[src/rtl/bp_pkg.sv]
// Types shared by the BTB and the branch resolve unit: the prediction record and
// the resolve FSM states.
package bp_pkg;
    localparam int BP_ADDR_WIDTH  = 24;
    localparam int BP_INSTR_BYTES = 4;

    typedef struct packed {
        logic [BP_ADDR_WIDTH-1:0] pc;
        logic                     hit;
        logic [BP_ADDR_WIDTH-1:0] target;
    } pred_entry_t;

    typedef enum logic {
        ST_RUN     = 1'b0,
        ST_RECOVER = 1'b1
    } bru_state_t;
endpackage

[src/rtl/branch_resolve_unit_if.sv]
// Fetch prediction, execute resolution, BTB update and fetch redirect signals.
// The slave side is the resolve unit.
interface branch_resolve_unit_if #(
    parameter int ADDR_WIDTH = 24
);
    logic                  pred_valid;
    logic [ADDR_WIDTH-1:0] pred_pc;
    logic                  pred_hit;
    logic [ADDR_WIDTH-1:0] pred_target;
    logic                  pred_ready;
    logic                  res_valid;
    logic                  res_taken;
    logic [ADDR_WIDTH-1:0] res_target;
    logic                  upd_valid;
    logic [ADDR_WIDTH-1:0] upd_pc;
    logic [ADDR_WIDTH-1:0] upd_target;
    logic                  redirect_valid;
    logic [ADDR_WIDTH-1:0] redirect_pc;

    modport slave (
        input  pred_valid, pred_pc, pred_hit, pred_target,
        input  res_valid, res_taken, res_target,
        output pred_ready, upd_valid, upd_pc, upd_target,
        output redirect_valid, redirect_pc
    );

    modport master (
        output pred_valid, pred_pc, pred_hit, pred_target,
        output res_valid, res_taken, res_target,
        input  pred_ready, upd_valid, upd_pc, upd_target,
        input  redirect_valid, redirect_pc
    );
endinterface

[src/rtl/bp_pred_fifo.sv]
// In-order queue of fetch-time predictions awaiting resolution; flush beats push.
module bp_pred_fifo
    import bp_pkg::*;
#(
    parameter int DEPTH = 4,
    localparam int PTR_W = $clog2(DEPTH)
) (
    input  logic        clk,
    input  logic        reset,
    input  logic        push,
    input  logic        pop,
    input  logic        flush,
    input  pred_entry_t wr_entry,
    output pred_entry_t rd_entry,
    output logic [PTR_W:0] count
);
    pred_entry_t      mem_q [DEPTH];
    pred_entry_t      mem_d [DEPTH];
    logic [PTR_W-1:0] wr_ptr_q, wr_ptr_d;
    logic [PTR_W-1:0] rd_ptr_q, rd_ptr_d;
    logic [PTR_W:0]   count_q, count_d;

    always_comb begin
        mem_d    = mem_q;
        wr_ptr_d = wr_ptr_q;
        rd_ptr_d = rd_ptr_q;
        count_d  = count_q;
        if (flush) begin
            wr_ptr_d = '0;
            rd_ptr_d = '0;
            count_d  = '0;
        end else begin
            if (push) begin
                mem_d[wr_ptr_q] = wr_entry;
                wr_ptr_d        = wr_ptr_q + 1'b1;
            end
            if (pop) begin
                rd_ptr_d = rd_ptr_q + 1'b1;
            end
            count_d = count_q + {{PTR_W{1'b0}}, push} - {{PTR_W{1'b0}}, pop};
        end
    end

    // Storage carries no reset; only the pointers and occupancy define validity.
    always_ff @(posedge clk) begin
        mem_q <= mem_d;
        if (reset) begin
            wr_ptr_q <= '0;
            rd_ptr_q <= '0;
            count_q  <= '0;
        end else begin
            wr_ptr_q <= wr_ptr_d;
            rd_ptr_q <= rd_ptr_d;
            count_q  <= count_d;
        end
    end

    assign rd_entry = mem_q[rd_ptr_q];
    assign count    = count_q;
endmodule

[src/rtl/branch_resolve_unit.sv]
// Resolves queued fetch predictions against execute outcomes and produces the BTB
// update write, the fetch redirect on mispredict, and resolve statistics.
module branch_resolve_unit
    import bp_pkg::*;
#(
    parameter int ADDR_WIDTH  = BP_ADDR_WIDTH,
    parameter int DEPTH       = 4,
    parameter int INSTR_BYTES = BP_INSTR_BYTES,
    parameter int CNT_WIDTH   = 16
) (
    input  logic                 clk,
    input  logic                 reset,
    branch_resolve_unit_if.slave bus,
    output logic                 underflow_err,
    output logic [CNT_WIDTH-1:0] stat_branches,
    output logic [CNT_WIDTH-1:0] stat_mispredicts
);
    localparam int PTR_W = $clog2(DEPTH);
    localparam logic [PTR_W:0]        FULL_CNT = (PTR_W + 1)'(DEPTH);
    localparam logic [ADDR_WIDTH-1:0] PC_INC   = ADDR_WIDTH'(INSTR_BYTES);

    function automatic logic [CNT_WIDTH-1:0] sat_inc(input logic [CNT_WIDTH-1:0] v);
        return (&v) ? v : v + 1'b1;
    endfunction

    bru_state_t            state_q, state_d;
    logic                  upd_valid_q, upd_valid_d;
    logic [ADDR_WIDTH-1:0] upd_pc_q, upd_pc_d;
    logic [ADDR_WIDTH-1:0] upd_target_q, upd_target_d;
    logic                  redirect_valid_q, redirect_valid_d;
    logic [ADDR_WIDTH-1:0] redirect_pc_q, redirect_pc_d;
    logic                  underflow_q, underflow_d;
    logic [CNT_WIDTH-1:0]  branches_q, branches_d;
    logic [CNT_WIDTH-1:0]  mispredicts_q, mispredicts_d;

    pred_entry_t    wr_entry, head;
    logic [PTR_W:0] count;
    logic           in_run, pred_ready, push, pop, tgt_match, mispredict, flush;

    assign in_run     = (state_q == ST_RUN);
    assign pred_ready = in_run && (count < FULL_CNT);
    assign push       = bus.pred_valid && pred_ready;
    // Resolutions are only accepted in RUN; the RECOVER cycle discards them.
    assign pop        = in_run && bus.res_valid && (count != '0);
    assign tgt_match  = (head.target == bus.res_target);
    assign mispredict = (head.hit != bus.res_taken) || (head.hit && bus.res_taken && !tgt_match);
    assign flush      = pop && mispredict;

    always_comb begin
        wr_entry        = '0;
        wr_entry.pc     = bus.pred_pc;
        wr_entry.hit    = bus.pred_hit;
        wr_entry.target = bus.pred_target;
    end

    bp_pred_fifo #(.DEPTH(DEPTH)) u_fifo (
        .clk      (clk),
        .reset    (reset),
        .push     (push),
        .pop      (pop),
        .flush    (flush),
        .wr_entry (wr_entry),
        .rd_entry (head),
        .count    (count)
    );

    always_comb begin
        state_d          = flush ? ST_RECOVER : ST_RUN;
        upd_valid_d      = 1'b0;
        upd_pc_d         = upd_pc_q;
        upd_target_d     = upd_target_q;
        redirect_valid_d = flush;
        redirect_pc_d    = redirect_pc_q;
        underflow_d      = underflow_q | (in_run && bus.res_valid && (count == '0));
        branches_d       = branches_q;
        mispredicts_d    = mispredicts_q;
        if (pop) begin
            branches_d = sat_inc(branches_q);
            if (bus.res_taken && !(head.hit && tgt_match)) begin
                upd_valid_d  = 1'b1;
                upd_pc_d     = head.pc;
                upd_target_d = bus.res_target;
            end
        end
        if (flush) begin
            mispredicts_d = sat_inc(mispredicts_q);
            redirect_pc_d = bus.res_taken ? bus.res_target : head.pc + PC_INC;
        end
    end

    always_ff @(posedge clk) begin
        if (reset) begin
            state_q          <= ST_RUN;
            upd_valid_q      <= 1'b0;
            upd_pc_q         <= '0;
            upd_target_q     <= '0;
            redirect_valid_q <= 1'b0;
            redirect_pc_q    <= '0;
            underflow_q      <= 1'b0;
            branches_q       <= '0;
            mispredicts_q    <= '0;
        end else begin
            state_q          <= state_d;
            upd_valid_q      <= upd_valid_d;
            upd_pc_q         <= upd_pc_d;
            upd_target_q     <= upd_target_d;
            redirect_valid_q <= redirect_valid_d;
            redirect_pc_q    <= redirect_pc_d;
            underflow_q      <= underflow_d;
            branches_q       <= branches_d;
            mispredicts_q    <= mispredicts_d;
        end
    end

    assign bus.pred_ready     = pred_ready;
    assign bus.upd_valid      = upd_valid_q;
    assign bus.upd_pc         = upd_pc_q;
    assign bus.upd_target     = upd_target_q;
    assign bus.redirect_valid = redirect_valid_q;
    assign bus.redirect_pc    = redirect_pc_q;
    assign underflow_err      = underflow_q;
    assign stat_branches      = branches_q;
    assign stat_mispredicts   = mispredicts_q;
endmodule

[src/flat_wrapper.sv]
// flat-port wrapper written by rule: the top's interface ports become plain ports
module branch_resolve_unit_flat import bp_pkg::*;
#(
    parameter int ADDR_WIDTH  = BP_ADDR_WIDTH,
    parameter int DEPTH       = 4,
    parameter int INSTR_BYTES = BP_INSTR_BYTES,
    parameter int CNT_WIDTH   = 16
)
  (clk, reset, underflow_err, stat_branches, stat_mispredicts, bus_pred_valid, bus_pred_pc, bus_pred_hit, bus_pred_target, bus_res_valid, bus_res_taken, bus_res_target, bus_pred_ready, bus_upd_valid, bus_upd_pc, bus_upd_target, bus_redirect_valid, bus_redirect_pc);
  branch_resolve_unit_if #(.ADDR_WIDTH(ADDR_WIDTH)) bus_i ();
  input  logic clk;
  input  logic reset;
  output logic underflow_err;
  output logic [CNT_WIDTH-1:0] stat_branches;
  output logic [CNT_WIDTH-1:0] stat_mispredicts;
  input wire logic [$bits(bus_i.pred_valid)-1:0] bus_pred_valid;
  input wire logic [$bits(bus_i.pred_pc)-1:0] bus_pred_pc;
  input wire logic [$bits(bus_i.pred_hit)-1:0] bus_pred_hit;
  input wire logic [$bits(bus_i.pred_target)-1:0] bus_pred_target;
  input wire logic [$bits(bus_i.res_valid)-1:0] bus_res_valid;
  input wire logic [$bits(bus_i.res_taken)-1:0] bus_res_taken;
  input wire logic [$bits(bus_i.res_target)-1:0] bus_res_target;
  output wire logic [$bits(bus_i.pred_ready)-1:0] bus_pred_ready;
  output wire logic [$bits(bus_i.upd_valid)-1:0] bus_upd_valid;
  output wire logic [$bits(bus_i.upd_pc)-1:0] bus_upd_pc;
  output wire logic [$bits(bus_i.upd_target)-1:0] bus_upd_target;
  output wire logic [$bits(bus_i.redirect_valid)-1:0] bus_redirect_valid;
  output wire logic [$bits(bus_i.redirect_pc)-1:0] bus_redirect_pc;
  assign bus_i.pred_valid = bus_pred_valid;
  assign bus_i.pred_pc = bus_pred_pc;
  assign bus_i.pred_hit = bus_pred_hit;
  assign bus_i.pred_target = bus_pred_target;
  assign bus_i.res_valid = bus_res_valid;
  assign bus_i.res_taken = bus_res_taken;
  assign bus_i.res_target = bus_res_target;
  assign bus_pred_ready = bus_i.pred_ready;
  assign bus_upd_valid = bus_i.upd_valid;
  assign bus_upd_pc = bus_i.upd_pc;
  assign bus_upd_target = bus_i.upd_target;
  assign bus_redirect_valid = bus_i.redirect_valid;
  assign bus_redirect_pc = bus_i.redirect_pc;
  branch_resolve_unit #(.ADDR_WIDTH(ADDR_WIDTH), .DEPTH(DEPTH), .INSTR_BYTES(INSTR_BYTES), .CNT_WIDTH(CNT_WIDTH)) u_core (.clk(clk), .reset(reset), .bus(bus_i), .underflow_err(underflow_err), .stat_branches(stat_branches), .stat_mispredicts(stat_mispredicts));
endmodule
[config.mk]
export PLATFORM = sky130hd
export DESIGN_NAME = branch_resolve_unit_flat
export DESIGN_NICKNAME = d
export VERILOG_FILES = /design/src/rtl/bp_pkg.sv /design/src/rtl/branch_resolve_unit_if.sv /design/src/rtl/bp_pred_fifo.sv /design/src/rtl/branch_resolve_unit.sv /design/src/flat_wrapper.sv
export SDC_FILE = /design/constraint.sdc
export NUM_CORES = 1
export LEC_CHECK = 0
export CORE_ASPECT_RATIO = 0.8
export CORE_MARGIN = 2
export CORE_UTILIZATION = 46
export DETAILED_ROUTE_END_ITERATION = 7
export GPL_ROUTABILITY_DRIVEN = 0
export PLACE_DENSITY = 0.68
export SLEW_MARGIN = 20
export SYNTH_ARGS = -nofsm -noshare
export SYNTH_HDL_FRONTEND = slang
export SYNTH_SLANG_ARGS = --single-unit
[constraint.sdc]
create_clock -name clk -period 10 [get_ports clk]
set_input_delay 1 -clock clk [delete_from_list [all_inputs] [get_ports clk]]
set_output_delay 1 -clock clk [all_outputs]
set_load 0.03 [all_outputs]
==> flow_metrics.env, run 1 <==
export IMPL_outcome="finished, final reports clean"
export IMPL_comb_power_share_pct=27.8
export IMPL_synth_ff_latch_count=310
export IMPL_switchingPower_mw=1.20
export IMPL_firstDrtPassIters=4
export IMPL_fmaxAchievable_mhz=223
export IMPL_worst_hold_slack_ns=0.457
export IMPL_timing_final_crit_share_pct=44.9
export IMPL_critPathBufInv=2
export IMPL_die_area_um2=28500
export IMPL_grt_use_total_pct=20.9
export IMPL_viasPerCell=5.32
export IMPL_grt_pass1_wl_um=45300
export IMPL_syn2layout_area_growth_pct=25.6
export IMPL_rr_worst_depth=9
export IMPL_hpwlAfterDp_um=20100
export IMPL_floorplan_die_height_um=151
export IMPL_count_of_antenna_diodes_in_the_layout=0
export IMPL_timing_setup_critical_path_class="flip-flop to flip-flop"
export IMPL_crit_path_start_kind="flip-flop"
export IMPL_vias=7641
export IMPL_cp_end_kind="flip-flop"
export IMPL_powerDensity_nw_per_um2=246
export IMPL_part_of_the_total_power_dissipated_in_sequential_elements_pct=42.7
export IMPL_number_of_buffers_added_on_ports=185
export IMPL_async_reset_ff_share_pct=0
export IMPL_cts_tree="yes"
export IMPL_drive_gt1_share_pct=11.8
export IMPL_hold_viol=0
export IMPL_worst_clock_skew_ns=0.0247
export IMPL_worst_r2r_endpoint="u_core.u_fifo.mem_q[104]"
export IMPL_syn_num_nets=956
export IMPL_crit_reg2reg_launch="u_core.u_fifo.rd_ptr_q[0]"
export IMPL_ctsHtreeMaxLevel=1
export IMPL_timing_hold_worst_class="flip-flop to flip-flop"
export IMPL_post_synth_num_cell_types=41
export IMPL_antenna_found_initial=0
export IMPL_insertion_delay_ns=0.57
export IMPL_most_used_cell_cp="sky130_fd_sc_hd__buf_4"
export IMPL_ys_seq_area_share_pct=65.4
export IMPL_report_final_setup_viol=0
export IMPL_synth_edf_count=196
export IMPL_worst_slew_pin_slew_ns=1.00
export IMPL_grt_ovfl_total=0
export IMPL_finalWorstPathRequiredPeriod_ns=4.49
export IMPL_drt_iter0_markers=467
export IMPL_final_nets=1143
export IMPL_initial_utilization_pct=47.2
export IMPL_slowest_stage_cell_cp="sky130_fd_sc_hd__dfxtp_4"
export IMPL_cts_max_path_buffers=3
export IMPL_cts_setup_buffers=0
export IMPL_synth_warning_count=0
export IMPL_io_pins=186
export IMPL_placement_rows=53
export IMPL_dp_slack_ns=5.38
export IMPL_mappedNetlistArea_um2=12500
export IMPL_yosys_most_used_dff="sky130_fd_sc_hd__edfxtp_1"
export IMPL_ctsRootBufferMaster="sky130_fd_sc_hd__clkbuf_16"
export IMPL_cp_top_family="simple AND/OR/NAND/NOR gates"
export IMPL_ff2ff_setup_slack_ns=5.51
export IMPL_grt_setup_unrepaired="no"
export IMPL_power_share_clock_pct=29.6
export IMPL_finalNonFillerCells=1435
export IMPL_ctsResizeCount=0
export IMPL_path_clk_slew_ns=0.06
export IMPL_sw_frac_of_total_pct=31.0
export IMPL_yosys_area_top_type="sky130_fd_sc_hd__edfxtp_1"
export IMPL_timing_setup_tns_ns=0
export IMPL_critical_path_endpoint="u_core.u_fifo.mem_q[104]"
export IMPL_max_vdd_ir_drop_mv=0.151
export IMPL_required_arrival_time_at_the_worst_endpoint_ns=10.20
export IMPL_internal_power_mw=2.66
export IMPL_synthesis_area_per_instance_um2=14.4
export IMPL_critical_path_max_stage_delay_ns=0.74
export IMPL_drcViolationCount=0
export IMPL_drv_max_cap_violation_count=0
export IMPL_first_global_vias=7622
export IMPL_grt_max_degree=93
export IMPL_fp_coreArea_um2=26500
export IMPL_numClockSinks=310
export IMPL_wirelength_per_cell_um=20.6
export IMPL_post_route_worst_setup_slack_ns=5.51
export IMPL_static_leakage_power_nw=5.14
export IMPL_synth_largest_type_area_fraction_pct=47.2
export IMPL_critical_path_cell_chain="buf_4 > mux4_2 > xnor2_1 > nand4_1 > nor4_2 > a21oi_2 > nor2_1 > and2_2 > buf_4"
export IMPL_worstPathArrival_ns=4.69
export IMPL_dieWidth_um=188
export IMPL_netlist_top_cells_area="sky130_fd_sc_hd__edfxtp_1 (47%), sky130_fd_sc_hd__dfxtp_1 (18%), sky130_fd_sc_hd__mux4_2 (8.8%)"
export IMPL_number_of_buffers_added_by_the_clock_tree_synthesis_step=31
export IMPL_startpoint="u_core.u_fifo.rd_ptr_q[0]"
export IMPL_final_antenna_net_count=0
export IMPL_finalWirelength_um=29500
export IMPL_maxSlewHeadroom_pct=33.3
export IMPL_dpl_cell_count=1377
export IMPL_hold_buffers=0
export IMPL_netlist_instances=867
export IMPL_timing_critical_path_depth=9
export IMPL_critical_path_max_fanout=29
export IMPL_final_report_max_slew_violation_count=0
[power by group through the flow]
stage,Clock (mW),Combinational (mW),Sequential [mW]
floorplan,0,0.655,1.73
global placement,0,1.07,1.67
detailed placement,0,1.08,1.68
CTS,1.16,1.08,1.65
global route,1.22,1.15,1.67
finish,1.14,1.07,1.65
[sequential cells by signal, indices dropped and copies added (netlist names)]
signal                     count
u_core.u_fifo.rd_ptr_q         2
u_core.bus.redirect_valid      1
u_core.stat_branches          16
u_core.underflow_err           1
u_core.bus.upd_valid           1
u_core.stat_mispredicts       16
u_core.bus.upd_pc             24
u_core.bus.upd_target         24
u_core.u_fifo.wr_ptr_q         2
u_core.bus.redirect_pc        24
u_core.u_fifo.count            3
u_core.u_fifo.mem_q          196
[tightest hold or removal path, stage by stage (launching register included)]
cell                      delay (ns)
sky130_fd_sc_hd__dfxtp_1        0.31
sky130_fd_sc_hd__nand2_1        0.05
sky130_fd_sc_hd__a21oi_1        0.05
[kinds of logic after synthesis]
family / count (synthesis) / share of synthesized area [%]
mux: 110 / 13.8
compound gates: 64 / 3.25
simple gates: 255 / 9.66
fa+ha+maj: 11 / 1.16
buf+inv: 53 / 2.18
flops: 310 / 65.4
xor+xnor: 64 / 4.49
[layout make-up]
type / count / area (µm²)
flip-flops and latches: 310 / 8170
multi-input cells: 504 / 4070
inverters: 11 / 41.3
repair buffers: 196 / 1940
clock inverters: 15 / 149
well taps: 357 / 447
clock buffers: 42 / 857
fillers: 2053 / 10800
[worst min-delay path by stage]
stage / startpoint / to / depth (start not counted)
final: u_core.bus.redirect_pc[8] / u_core.bus.redirect_pc[8] / 2
after global placement: u_core.bus.redirect_pc[4] / u_core.bus.redirect_pc[4] / 2
after detailed placement: u_core.bus.redirect_pc[8] / u_core.bus.redirect_pc[8] / 2
after global routing: u_core.bus.redirect_pc[5] / u_core.bus.redirect_pc[5] / 2
after floorplan: u_core.u_fifo.wr_ptr_q[1] / u_core.u_fifo.wr_ptr_q[1] / 2
after CTS: u_core.bus.redirect_pc[8] / u_core.bus.redirect_pc[8] / 2
[Yosys cell counts (all sizes together), types with 3 or more instances]
cell type	number
a21oi	15
a211oi	3
nand2	64
clkbuf	19
mux4	49
mux2i	52
and4	3
edfxtp	196
and2	10
nand2b	6
o21ai	24
a31oi	3
inv	11
nor3	7
dfxtp	114
nand3	16
xnor2	37
a22o	11
and3	8
nor3b	3
buf	23
ha	10
nand4	22
nor2	96
mux2	9
nor2b	12
xor2	27
nor4	5
[metrics by stage]
stage               util, %  power [mW]  area [µm²]
floorplan                 -        2.39       12500
global placement       55.4        2.74       14700
detailed placement     55.4        2.76       14700
CTS                    59.2        3.90       15700
global route           59.2        4.04       15700
finish                 59.2        3.86       15700
[routing by layer]
metal  GRT usage (%)  up-vias  routed length, µm
li1                -     3587                  -
met1            29.7     3808              13700
met2            33.9      218              13700
met3            4.15       28               1750
met4            3.50        0                335
met5               0        -                  0
[cells in the final DEF, fill, tap and decap left out, drive strengths merged, types with 2 or more instances in the layout]
| master | instances |
|---|---|
| edfxtp | 196 |
| clkdlybuf4s50 | 184 |
| dfxtp | 114 |
| nor2 | 96 |
| nand2 | 64 |
| mux2i | 52 |
| mux4 | 49 |
| clkbuf | 42 |
| xnor2 | 37 |
| xor2 | 27 |
| o21ai | 24 |
| nand4 | 22 |
| nand3 | 16 |
| a21oi | 15 |
| inv | 13 |
| nor2b | 12 |
| buf | 12 |
| a22o | 11 |
| ha | 10 |
| and2 | 10 |
| mux2 | 9 |
| and3 | 8 |
| nor3 | 7 |
| nand2b | 6 |
| clkinv | 6 |
| clkinvlp | 5 |
| nor4 | 5 |
| and4 | 3 |
| nor3b | 3 |
| a211oi | 3 |
| a31oi | 3 |
| a311oi | 2 |
| a41oi | 2 |
| nor4b | 2 |
| o211ai | 2 |
| bufinv | 2 |
Note: power is estimated with default switching activity, not from simulation.
==> run 2, diff against run 1 <==
clock period = 4.25 ns   (was 10 ns; I/O delays follow)
==> run 2 against run 1 <==
- sequential cell count did not move
- critical path type unchanged
- fmax grew 26%
- critical path depth decreased by 2
- non-clock buffer count is 5 higher
- register-to-register slack got worse by 4.8 ns
- utilization rose by 0.071 points
- sequential share of layout area fell by 0.062 points
- cell count is 0.14% higher
==> flow_metrics.env, run 2 (synthesis gave the netlist of run 1 again) <==
export IMPL_outcome="finished, final reports clean"
export IMPL_report_final_setup_viol=0
export IMPL_hpwlAfterDp_um=19900
export IMPL_cts_tree="yes"
export IMPL_number_of_buffers_added_on_ports=185
export IMPL_drcViolationCount=0
export IMPL_timing_setup_critical_path_class="flip-flop to flip-flop"
export IMPL_grt_pass1_wl_um=43900
export IMPL_hold_buffers=0
export IMPL_grt_ovfl_total=0
export IMPL_worst_slew_pin_slew_ns=0.884
export IMPL_die_area_um2=28500
export IMPL_final_antenna_net_count=0
export IMPL_syn2layout_area_growth_pct=25.7
export IMPL_power_share_clock_pct=28.9
export IMPL_fmaxAchievable_mhz=281
export IMPL_viasPerCell=5.32
export IMPL_grt_use_total_pct=20.1
export IMPL_powerDensity_nw_per_um2=574
export IMPL_timing_setup_tns_ns=0
export IMPL_dp_slack_ns=0.655
export IMPL_cp_end_kind="flip-flop"
export IMPL_sw_frac_of_total_pct=30.8
export IMPL_switchingPower_mw=2.78
export IMPL_dieWidth_um=188
export IMPL_finalWirelength_um=28900
export IMPL_floorplan_die_height_um=151
export IMPL_drive_gt1_share_pct=12.5
export IMPL_final_util_pct=59.3
export IMPL_ctsResizeCount=0
export IMPL_grt_max_degree=80
export IMPL_worst_clock_skew_ns=0.0151
export IMPL_crit_reg2reg_launch="u_core.u_fifo.rd_ptr_q[0]"
export IMPL_first_global_vias=7451
export IMPL_internal_power_mw=6.23
export IMPL_max_vdd_ir_drop_mv=0.391
export IMPL_maxSlewHeadroom_pct=41.0
export IMPL_hold_viol=0
export IMPL_final_report_max_slew_violation_count=0
export IMPL_rr_worst_depth=7
export IMPL_wirelength_per_cell_um=20.1
export IMPL_final_nets=1146
export IMPL_post_route_worst_setup_slack_ns=0.697
export IMPL_timing_final_crit_share_pct=83.6
export IMPL_part_of_the_total_power_dissipated_in_sequential_elements_pct=43.0
export IMPL_ctsRootBufferMaster="sky130_fd_sc_hd__clkbuf_16"
export IMPL_worstPathArrival_ns=4.00
export IMPL_most_frequent_standard_cell_in_the_layout_excluding_fill_and_tap_cells="sky130_fd_sc_hd__edfxtp_1"
export IMPL_antenna_found_initial=0
export IMPL_largest_reg_flops=196
export IMPL_path_clk_slew_ns=0.07
export IMPL_ff2ff_setup_slack_ns=0.70
export IMPL_comb_power_share_pct=28.1
export IMPL_timing_hold_worst_class="flip-flop to flip-flop"
export IMPL_cts_max_path_buffers=3
export IMPL_max_flop_register="u_core.u_fifo.mem_q"
export IMPL_initial_utilization_pct=47.2
export IMPL_crit_path_start_kind="flip-flop"
export IMPL_finalWorstPathRequiredPeriod_ns=3.55
export IMPL_layout_filler_cells=2061
export IMPL_critical_path_endpoint="u_core.bus.redirect_pc[16]"
export IMPL_most_common_layout_cells="sky130_fd_sc_hd__edfxtp_1 (196), sky130_fd_sc_hd__clkdlybuf4s50_1 (184), sky130_fd_sc_hd__dfxtp_1 (112)"
export IMPL_fp_coreArea_um2=26500
export IMPL_worst_r2r_endpoint="u_core.bus.redirect_pc[16]"
export IMPL_count_of_antenna_diodes_in_the_layout=0
export IMPL_insertion_delay_ns=0.56
export IMPL_required_arrival_time_at_the_worst_endpoint_ns=4.69
export IMPL_number_of_buffers_added_by_the_clock_tree_synthesis_step=29
export IMPL_worst_hold_slack_ns=0.457
export IMPL_vias=7643
export IMPL_drt_iter0_markers=509
export IMPL_numClockSinks=310
export IMPL_placement_rows=53
export IMPL_drv_max_cap_violation_count=0
export IMPL_critical_path_max_fanout=22
export IMPL_firstDrtPassIters=5
export IMPL_static_leakage_power_nw=5.16
export IMPL_startpoint="u_core.u_fifo.rd_ptr_q[0]"
export IMPL_io_pins=186
export IMPL_cts_setup_buffers=0
export IMPL_grt_setup_unrepaired="no"
export IMPL_ctsHtreeMaxLevel=1
## run 2: cell types whose count changed in the layout (fill, tap and decap cells not counted), sizes merged
| cell | change |
|---|---|
| buf | +5 |
| inv | -1 |
| clkinvlp | -1 |
| clkinv | +2 |
| clkbuf | -3 |
## run 2: power by group through the flow
stage	logic (mW)	registers, mW	clock network (mW)
floorplan	1.54	4.08	0
global placement	2.53	3.93	0
detailed placement	2.55	3.94	0
CTS	2.56	3.88	2.65
global route	2.72	3.92	2.77
finish	2.53	3.88	2.60
## run 2: worst max-delay path: stages, from the launching register on
cell and delay [ns]:
sky130_fd_sc_hd__dfxtp_4 0.65, sky130_fd_sc_hd__mux4_2 0.57, sky130_fd_sc_hd__xnor2_1 0.18, sky130_fd_sc_hd__nand4_1 0.19, sky130_fd_sc_hd__nor4_2 0.57, sky130_fd_sc_hd__a21o_1 0.64, sky130_fd_sc_hd__nor2_1 0.35, sky130_fd_sc_hd__a22o_1 0.28
## run 2: worst min-delay path by stage
stage                                            to  cells after the start  slack [ns]                       from
after floorplan           u_core.u_fifo.wr_ptr_q[1]                      2        0.47  u_core.u_fifo.wr_ptr_q[1]
after global placement    u_core.bus.redirect_pc[4]                      2        0.45  u_core.bus.redirect_pc[4]
after detailed placement  u_core.bus.redirect_pc[4]                      2        0.45  u_core.bus.redirect_pc[4]
after CTS                 u_core.bus.redirect_pc[4]                      2        0.46  u_core.bus.redirect_pc[4]
after global routing        u_core.stat_branches[4]                      2        0.48                      reset
final                     u_core.bus.redirect_pc[4]                      2        0.46  u_core.bus.redirect_pc[4]
## run 2: metal layers
metal  part of all wire (%)  vias to the layer above  GRT usage, %  routed length [µm]
met5                      0                        -             0                   0
met4                    1.2                        0          3.50                 354
met3                    6.8                       26          4.15                1950
met2                     45                      261          31.1               13000
met1                     47                     3762          29.9               13600
li1                       -                     3594             -                   -
## run 2: area by class of cell
cell class	instances	area, µm²	area share [%]
flip-flops and latches	310	8170	52.1
multi-input cells	504	4070	25.9
repair buffers	201	1990	12.7
clock buffers	39	817	5.21
well taps	357	447	2.85
clock inverters	15	153	0.973
inverters	11	41.3	0.263
## run 2: metrics by stage
step	power, mW	cell area [µm²]	std cells
floorplan	5.62	12500	867
global placement	6.46	14700	1383
detailed placement	6.50	14700	1383
CTS	9.09	15700	1437
global route	9.41	15700	1437
finish	9.01	15700	1437
